### src/rtl/alu_mp_sequencer_pkg.sv
// alu_seq_pkg: shared types and constants for the multi-precision add/subtract
// sequencer and its 64-bit adder.
//   WORD_W        width of one operand/result word
//   OP_ADD/OP_SUB encoding of the sub_i command bit
//   seq_state_e   sequencer control states
//   clamp_words   limits a requested word count (minus one) to the supported maximum
package alu_seq_pkg;

    localparam int WORD_W = 64;

    localparam logic OP_ADD = 1'b0;
    localparam logic OP_SUB = 1'b1;

    typedef enum logic [1:0] {
        IDLE,
        RUN,
        FLUSH
    } seq_state_e;

    // Word count arrives as "count minus one"; anything past the last
    // supported word index is pulled back to it.
    function automatic int unsigned clamp_words(input int unsigned words_m1,
                                                input int unsigned words_max);
        return (words_m1 > words_max - 1) ? words_max - 1 : words_m1;
    endfunction

endpackage

### src/rtl/alu_mp_sequencer_if.sv
// alu_mp_sequencer_if: command, operand stream, result stream and status
// signals between the execute-stage control (master) and the sequencer (slave).
//   command : start_i, sub_i, cin_i, words_i, abort_i
//   operand : op_valid_i, op_ready_o, opA_i, opB_i
//   result  : res_valid_o, res_ready_i, res_o, res_last_o
//   status  : busy_o, done_o, cflag_o, vflag_o, zflag_o, nflag_o
interface alu_mp_sequencer_if
    import alu_seq_pkg::*;
#(
    parameter int CNT_W = 2
);
    logic              start_i;
    logic              sub_i;
    logic              cin_i;
    logic [CNT_W-1:0]  words_i;
    logic              abort_i;

    logic              op_valid_i;
    logic              op_ready_o;
    logic [WORD_W-1:0] opA_i;
    logic [WORD_W-1:0] opB_i;

    logic              res_valid_o;
    logic              res_ready_i;
    logic [WORD_W-1:0] res_o;
    logic              res_last_o;

    logic              busy_o;
    logic              done_o;
    logic              cflag_o;
    logic              vflag_o;
    logic              zflag_o;
    logic              nflag_o;

    modport master (
        output start_i, sub_i, cin_i, words_i, abort_i,
        output op_valid_i, opA_i, opB_i, res_ready_i,
        input  op_ready_o, res_valid_o, res_o, res_last_o,
        input  busy_o, done_o, cflag_o, vflag_o, zflag_o, nflag_o
    );

    modport slave (
        input  start_i, sub_i, cin_i, words_i, abort_i,
        input  op_valid_i, opA_i, opB_i, res_ready_i,
        output op_ready_o, res_valid_o, res_o, res_last_o,
        output busy_o, done_o, cflag_o, vflag_o, zflag_o, nflag_o
    );

endinterface

### src/rtl/alu_mp_sequencer_alu.sv
// alu: combinational 64-bit adder with carry in and C/V/Z outputs.
//   a_i, b_i  operands (subtraction is done by the caller inverting b_i)
//   cflag_i   carry in
//   out_o     sum
//   cflag_o   carry out, vflag_o signed overflow, zflag_o sum is zero
module alu
    import alu_seq_pkg::*;
(
    input  logic [WORD_W-1:0] a_i,
    input  logic [WORD_W-1:0] b_i,
    input  logic              cflag_i,
    output logic [WORD_W-1:0] out_o,
    output logic              cflag_o,
    output logic              vflag_o,
    output logic              zflag_o
);

    always_comb begin
        {cflag_o, out_o} = {1'b0, a_i} + {1'b0, b_i} + {{WORD_W{1'b0}}, cflag_i};
        // Overflow: both operands share a sign that the sum does not.
        vflag_o = (a_i[WORD_W-1] == b_i[WORD_W-1]) && (out_o[WORD_W-1] != a_i[WORD_W-1]);
        zflag_o = (out_o == '0);
    end

endmodule

### src/rtl/alu_mp_sequencer.sv
// alu_mp_sequencer: streams operand word pairs (least significant first)
// through the shared 64-bit alu with the carry chained across words, and
// returns result words plus whole-number C/V/Z/N flags.
//   clk_i, reset_i  clock, asynchronous active-high reset
//   bus (slave)     command, operand/result handshakes, busy/done and flags
module alu_mp_sequencer
    import alu_seq_pkg::*;
#(
    parameter int WORDS_MAX = 4,
    parameter int CNT_W     = 2
)(
    input  logic               clk_i,
    input  logic               reset_i,
    alu_mp_sequencer_if.slave  bus
);

    seq_state_e        state_q, state_d;
    logic              op_ready;
    logic              busy;
    logic              accept;
    logic              res_hs;
    logic              last_word;

    logic              sub_q;
    logic [CNT_W-1:0]  words_q;
    logic [CNT_W-1:0]  cnt_q;
    logic              carry_q;
    logic              zacc_q;
    logic [WORD_W-1:0] res_q;
    logic              res_valid_q;
    logic              res_last_q;
    logic              done_q;
    logic              c_q, v_q, z_q, n_q;

    logic [WORD_W-1:0] alu_b;
    logic [WORD_W-1:0] alu_out;
    logic              alu_c, alu_v, alu_z;

    // Subtraction is A + ~B + carry, with carry = 1 meaning "no borrow".
    assign alu_b = (sub_q == OP_SUB) ? ~bus.opB_i : bus.opB_i;

    alu u_alu (
        .a_i     (bus.opA_i),
        .b_i     (alu_b),
        .cflag_i (carry_q),
        .out_o   (alu_out),
        .cflag_o (alu_c),
        .vflag_o (alu_v),
        .zflag_o (alu_z)
    );

    assign accept    = bus.op_valid_i && op_ready;
    assign res_hs    = res_valid_q && bus.res_ready_i;
    assign last_word = (cnt_q == words_q);

    // NOTE: state register and datapath use non-blocking assignments so every
    // flop samples the pre-edge values, independent of statement order.
    always_ff @(posedge clk_i or posedge reset_i) begin
        if (reset_i) state_q <= IDLE;
        else         state_q <= state_d;
    end

    // NOTE: every output of this block gets a default first, so no path
    // leaves a signal unassigned and no latch is inferred.
    always_comb begin
        state_d  = state_q;
        op_ready = 1'b0;
        busy     = (state_q != IDLE);
        case (state_q)
            IDLE:  if (bus.start_i) state_d = RUN;
            RUN: begin
                // Abort wins over any handshake in the same cycle.
                op_ready = (!res_valid_q || bus.res_ready_i) && !bus.abort_i;
                if (op_ready && bus.op_valid_i && last_word) state_d = FLUSH;
            end
            FLUSH: if (res_hs && res_last_q) state_d = IDLE;
            default: state_d = IDLE;
        endcase
        if (bus.abort_i) state_d = IDLE;
    end

    always_ff @(posedge clk_i or posedge reset_i) begin
        if (reset_i) begin
            sub_q       <= OP_ADD;
            words_q     <= '0;
            cnt_q       <= '0;
            carry_q     <= 1'b0;
            zacc_q      <= 1'b0;
            res_q       <= '0;
            res_valid_q <= 1'b0;
            res_last_q  <= 1'b0;
            done_q      <= 1'b0;
            {c_q, v_q, z_q, n_q} <= '0;
        end else begin
            done_q <= 1'b0;
            if (bus.abort_i) begin
                res_valid_q <= 1'b0;
                res_last_q  <= 1'b0;
            end else if (state_q == IDLE) begin
                if (bus.start_i) begin
                    sub_q   <= bus.sub_i;
                    words_q <= CNT_W'(clamp_words(32'(bus.words_i), WORDS_MAX));
                    carry_q <= bus.cin_i ^ bus.sub_i;
                    cnt_q   <= '0;
                    zacc_q  <= 1'b1;
                    {c_q, v_q, z_q, n_q} <= '0;
                end
            end else begin
                if (res_hs) begin
                    res_valid_q <= 1'b0;
                    res_last_q  <= 1'b0;
                    if (res_last_q) done_q <= 1'b1;
                end
                // A new accept in the same edge overrides the clear above.
                if (accept) begin
                    res_q       <= alu_out;
                    res_valid_q <= 1'b1;
                    res_last_q  <= last_word;
                    carry_q     <= alu_c;
                    zacc_q      <= zacc_q & alu_z;
                    cnt_q       <= cnt_q + CNT_W'(1);
                    if (last_word) begin
                        c_q <= alu_c;
                        v_q <= alu_v;
                        z_q <= zacc_q & alu_z;
                        n_q <= alu_out[WORD_W-1];
                    end
                end
            end
        end
    end

    assign bus.op_ready_o  = op_ready;
    assign bus.res_valid_o = res_valid_q;
    assign bus.res_o       = res_q;
    assign bus.res_last_o  = res_last_q;
    assign bus.busy_o      = busy;
    assign bus.done_o      = done_q;
    assign bus.cflag_o     = c_q;
    assign bus.vflag_o     = v_q;
    assign bus.zflag_o     = z_q;
    assign bus.nflag_o     = n_q;

endmodule

### src/flat_wrapper.sv
// flat-port wrapper written by rule: the top's interface ports become plain ports
module alu_mp_sequencer_flat import alu_seq_pkg::*;
#(
    parameter int WORDS_MAX = 4,
    parameter int CNT_W     = 2
)
  (clk_i, reset_i, bus_start_i, bus_sub_i, bus_cin_i, bus_words_i, bus_abort_i, bus_op_valid_i, bus_opA_i, bus_opB_i, bus_res_ready_i, bus_op_ready_o, bus_res_valid_o, bus_res_o, bus_res_last_o, bus_busy_o, bus_done_o, bus_cflag_o, bus_vflag_o, bus_zflag_o, bus_nflag_o);
  alu_mp_sequencer_if #(.CNT_W(CNT_W)) bus_i ();
  input  logic clk_i;
  input  logic reset_i;
  input wire logic [$bits(bus_i.start_i)-1:0] bus_start_i;
  input wire logic [$bits(bus_i.sub_i)-1:0] bus_sub_i;
  input wire logic [$bits(bus_i.cin_i)-1:0] bus_cin_i;
  input wire logic [$bits(bus_i.words_i)-1:0] bus_words_i;
  input wire logic [$bits(bus_i.abort_i)-1:0] bus_abort_i;
  input wire logic [$bits(bus_i.op_valid_i)-1:0] bus_op_valid_i;
  input wire logic [$bits(bus_i.opA_i)-1:0] bus_opA_i;
  input wire logic [$bits(bus_i.opB_i)-1:0] bus_opB_i;
  input wire logic [$bits(bus_i.res_ready_i)-1:0] bus_res_ready_i;
  output wire logic [$bits(bus_i.op_ready_o)-1:0] bus_op_ready_o;
  output wire logic [$bits(bus_i.res_valid_o)-1:0] bus_res_valid_o;
  output wire logic [$bits(bus_i.res_o)-1:0] bus_res_o;
  output wire logic [$bits(bus_i.res_last_o)-1:0] bus_res_last_o;
  output wire logic [$bits(bus_i.busy_o)-1:0] bus_busy_o;
  output wire logic [$bits(bus_i.done_o)-1:0] bus_done_o;
  output wire logic [$bits(bus_i.cflag_o)-1:0] bus_cflag_o;
  output wire logic [$bits(bus_i.vflag_o)-1:0] bus_vflag_o;
  output wire logic [$bits(bus_i.zflag_o)-1:0] bus_zflag_o;
  output wire logic [$bits(bus_i.nflag_o)-1:0] bus_nflag_o;
  assign bus_i.start_i = bus_start_i;
  assign bus_i.sub_i = bus_sub_i;
  assign bus_i.cin_i = bus_cin_i;
  assign bus_i.words_i = bus_words_i;
  assign bus_i.abort_i = bus_abort_i;
  assign bus_i.op_valid_i = bus_op_valid_i;
  assign bus_i.opA_i = bus_opA_i;
  assign bus_i.opB_i = bus_opB_i;
  assign bus_i.res_ready_i = bus_res_ready_i;
  assign bus_op_ready_o = bus_i.op_ready_o;
  assign bus_res_valid_o = bus_i.res_valid_o;
  assign bus_res_o = bus_i.res_o;
  assign bus_res_last_o = bus_i.res_last_o;
  assign bus_busy_o = bus_i.busy_o;
  assign bus_done_o = bus_i.done_o;
  assign bus_cflag_o = bus_i.cflag_o;
  assign bus_vflag_o = bus_i.vflag_o;
  assign bus_zflag_o = bus_i.zflag_o;
  assign bus_nflag_o = bus_i.nflag_o;
  alu_mp_sequencer #(.WORDS_MAX(WORDS_MAX), .CNT_W(CNT_W)) u_core (.clk_i(clk_i), .reset_i(reset_i), .bus(bus_i));
endmodule
### config.mk
export PLATFORM = sky130hd
export DESIGN_NAME = alu_mp_sequencer_flat
export DESIGN_NICKNAME = d
export VERILOG_FILES = /design/src/rtl/alu_mp_sequencer_pkg.sv /design/src/rtl/alu_mp_sequencer_if.sv /design/src/rtl/alu_mp_sequencer_alu.sv /design/src/rtl/alu_mp_sequencer.sv /design/src/flat_wrapper.sv
export SDC_FILE = /design/constraint.sdc
export NUM_CORES = 1
export LEC_CHECK = 0
export ABC_AREA = 1
export BUFFER_PORTS_ARGS = -buffer_cell sky130_fd_sc_hd__buf_2
export CAP_MARGIN = 30
export CORE_AREA = 2 2 131 133
export DETAILED_ROUTE_END_ITERATION = 10
export DIE_AREA = 0 0 133 135
export HOLD_SLACK_MARGIN = 0.12
export PLACE_DENSITY = 0.85
export RECOVER_POWER = 50
export SETUP_SLACK_MARGIN = 0.5
export SLEW_MARGIN = 20
export SYNTH_ARGS = -nofsm -noshare
export SYNTH_HDL_FRONTEND = slang
export SYNTH_SLANG_ARGS = --single-unit
### constraint.sdc
create_clock -name clk_i -period 9.9 [get_ports clk_i]
set_input_delay 1.98 -clock clk_i [delete_from_list [all_inputs] [get_ports clk_i]]
set_output_delay 1.98 -clock clk_i [all_outputs]
set_load 0.02 [all_outputs]
==> impl_metrics.tcl <==
set metrics [dict create \
    crit_required_ns 9.34 \
    standard_cell_with_the_maximum_stage_delay_on_the_critical_path "clkbuf_1" \
    cap_viol_max_count 1 \
    grt_pass1_vias 10429 \
    tritoncts "yes" \
    antenna_found_initial 0 \
    total_leakage_power_nw 6.79 \
    final_count_of_hold_timing_violations 0 \
    synth_fp_nets 1906 \
    post_synth_fa_ha_maj_area_fraction 0.0867 \
    cp.arrival_ns 5.24 \
    grt.total_usage 0.369 \
    fin_crit_ns 5.80 \
    hpwlAfterDp_um 27400 \
    worst_clock_skew_ns 0.00654 \
    synth_top_cells_by_area "nand2_1 27%, dfrtp_1 21%, inv_1 11%, ha_1 8.3%, xor2_1 5.9%" \
    worstSetupPathType "input pin to asynchronous set/reset pin" \
    largest_net_degree_at_the_start_of_global_routing 100 \
    clock_root_cell "clkbuf_16" \
    critPathCaptureType "asynchronous set/reset pin" \
    wire_per_inst_um 15.5 \
    clk_pin_slew_ns 0.06 \
    initial_core_util 0.591 \
    synth_xor_area_frac 0.0650 \
    fin_nets 2112 \
    chipHeight_um 135 \
    preCtsSetupSlack_ns 5.13 \
    layout_common_cells "709 x nand2_1, 281 x inv_1, 178 x buf_2" \
    vias_per_cell 5.29 \
    dr_total_vias 11292 \
    outcome "finished with violations" \
    detailedRoute.firstPassIterationCount 8 \
    fraction_of_final_layout_cells_with_drive_strength_greater_than_1 0.139 \
    globalRouteOverflowTotal 0 \
    actual_transition_at_the_worst_max_transition_pin_ns 2.83 \
    relSlewSlack -0.890 \
    cp_peak_stage_delay_ns 2.09 \
    clkLatencyLatePin_ns 0.34 \
    regArea_sq_um 2010 \
    area_used_by_multi_input_combinational_logic_sq_um 6530 \
    yosys.area_share.simple 0.440 \
    max_clock_freq_mhz 172 \
    slew_viol_final 57 \
    fp.dieArea_sq_um 18000 \
    finalSetupViolCount 0 \
    clock_tree.buffer_depth 2 \
    post_cts.repair.setup_buffers 0 \
    filler_cell_count 1536 \
    routabilityCongestion 0.994 \
    synthMuxAreaShare 0 \
    post_cts_resize_count 0 \
    cts_hold_buffers 0 \
    synth-compound-area-share 0.0818 \
    drt_first_iter_violations 959 \
    grt_first_pass_wirelength_um 52400 \
    final_critical_path_setup_slack_ns 4.10 \
    portBuffers 210 \
    layout.cells.most_common "nand2_1" \
    failed_checks "max-capacitance violations, max-slew violations" \
    postSynthCellCount 1702 \
    insertedDiodeCount 0 \
    synth.top_cell.area_share 0.274 \
    ys_types 32 \
    synth_area_per_cell_sq_um 5.70 \
    crit_path_max_fanout 56 \
    io_pins 211 \
    die_width_um 133 \
    cellPowerDensity_nw_per_um2 276 \
    synth.yosys.seq_area_share 0.206 \
    clock_sink_count 80 \
    yosys_warnings 0 \
    synth-seq-cells 80 \
    grt_setup_unrepaired "false" \
    final_min_period_over_clock_period 0.586 \
    clock_tree.htree_level_count 3 \
    totalNegativeSetupSlack_ns 0 \
    route.final.wire_length_um 33000 \
    cts_buffers 9 \
    synth_top_family_by_area "simple AND/OR/NAND/NOR gates" \
    start_kind "input pin" \
    area_delta_synth_final_pct 16.2 \
    ant_nets 0 \
    worstPathCellList "buf_2, inv_1, clkbuf_1, clkbuf_1" \
    total_drc_errors_in_the_routed_layout 0 \
    post_synth_instance_area_sq_um 9700 \
    path_common_cell "clkbuf_1" \
    worst_case_vdd_ir_drop_mv 0.192 \
    hold_class "flop to flop" \
    floorplan.rows 47 \
    synth_top_cell_by_area "nand2_1" \
    placeableCoreArea_sq_um 16400 \
]
-- path summary, 6_finish.rpt --
kind	start	slack, ns	cells after the start	end
worst min register to register	u_core.bus.res_o[48]	0.48	2	u_core.bus.res_o[48]
max in group clk_i	bus_res_ready_i	5.23	4	bus_op_ready_o
worst max register to register	u_core.sub_q	6.08	19	u_core.bus.zflag_o
worst max-delay path	reset_i	4.10	4	u_core.sub_q
min in group asynchronous	reset_i	2.10	3	u_core.bus.res_o[11]
worst min-delay path	u_core.bus.res_o[48]	0.48	2	u_core.bus.res_o[48]
-- Yosys cell counts --
cell and instances:
ha_1 64, o211ai_1 2, and2_1 1, fa_1 2, nor3_2 3, inv_1 281, nor2_4 4, dfrtp_1 80
nand2_1 709, a21oi_1 67, nand3b_1 18, nor2_1 145, a211oi_1 1, clkbuf_1 20, o21a_1 1, or2_2 1
o21ai_0 62, nand4_1 21, nand2_2 21, nand3_1 62, nand3_2 9, xnor2_1 7, a22oi_1 1, o21bai_1 10
xor2_1 65, inv_2 9, nor2_2 17, o21ai_2 1, and3_1 1, a21oi_2 3, nor3_1 12, clkinv_1 2
-- area by class of cell --
type | count | area share
tap | 220 | 0.0244
multi-input combinational | 1310 | 0.579
inverter | 292 | 0.0972
clock inverter | 6 | 0.00643
timing repair buffer | 215 | 0.0941
sequential | 80 | 0.178
clock buffer | 10 | 0.0212
-- power breakdown --
part	internal, mW	total, mW	leakage, nW	switching [mW]
sequential	0.474	0.583	1.00	0.109
combinational	0.677	2.18	5.64	1.50
clock	0.206	0.355	0.156	0.148
total	1.36	3.11	6.79	1.76
-- critical path: cells and delay by family --
kind                   cells  cell delay [ns]
buffers and inverters      4             3.24
-- state kept, by name, summed over array words and instances, names as in the netlist, 2 cells and up --
signal / flops
u_core.cnt_q: 2
u_core.bus.res_o: 64
u_core.words_q: 2
u_core.state_q: 2
-- per-layer routing --
layer  vias to the layer above  part of all wire  GRT usage
met3                        83             0.090     0.0507
met5                         -                 0          0
met1                      5015              0.43      0.502
met4                         0             0.032      0.127
met2                       569              0.45      0.606
li1                       5625                 -          -
-- cell families (layout without fill, tap and decap cells) --
kind of cell    count (synthesis)  count (layout)
compound gates                148             148
xor+xnor                       72              72
fa+ha+maj                      66              66
buf+inv                       312             523
flops                          80              80
simple gates                 1024            1024
-- metrics by stage --
step / area, sq um / hold WS, ns / instances / utilization / total power [mW]
floorplan: 9700 / 0.463 / 1702 / - / 2.04
global placement: 11000 / 0.452 / 2115 / 0.669 / 2.66
detailed placement: 11000 / 0.460 / 2115 / 0.669 / 2.70
CTS: 11300 / 0.477 / 2131 / 0.688 / 3.07
global route: 11300 / 0.494 / 2133 / 0.687 / 3.37
finish: 11300 / 0.476 / 2133 / 0.687 / 3.11
Note: power is estimated with default switching activity, not from simulation.
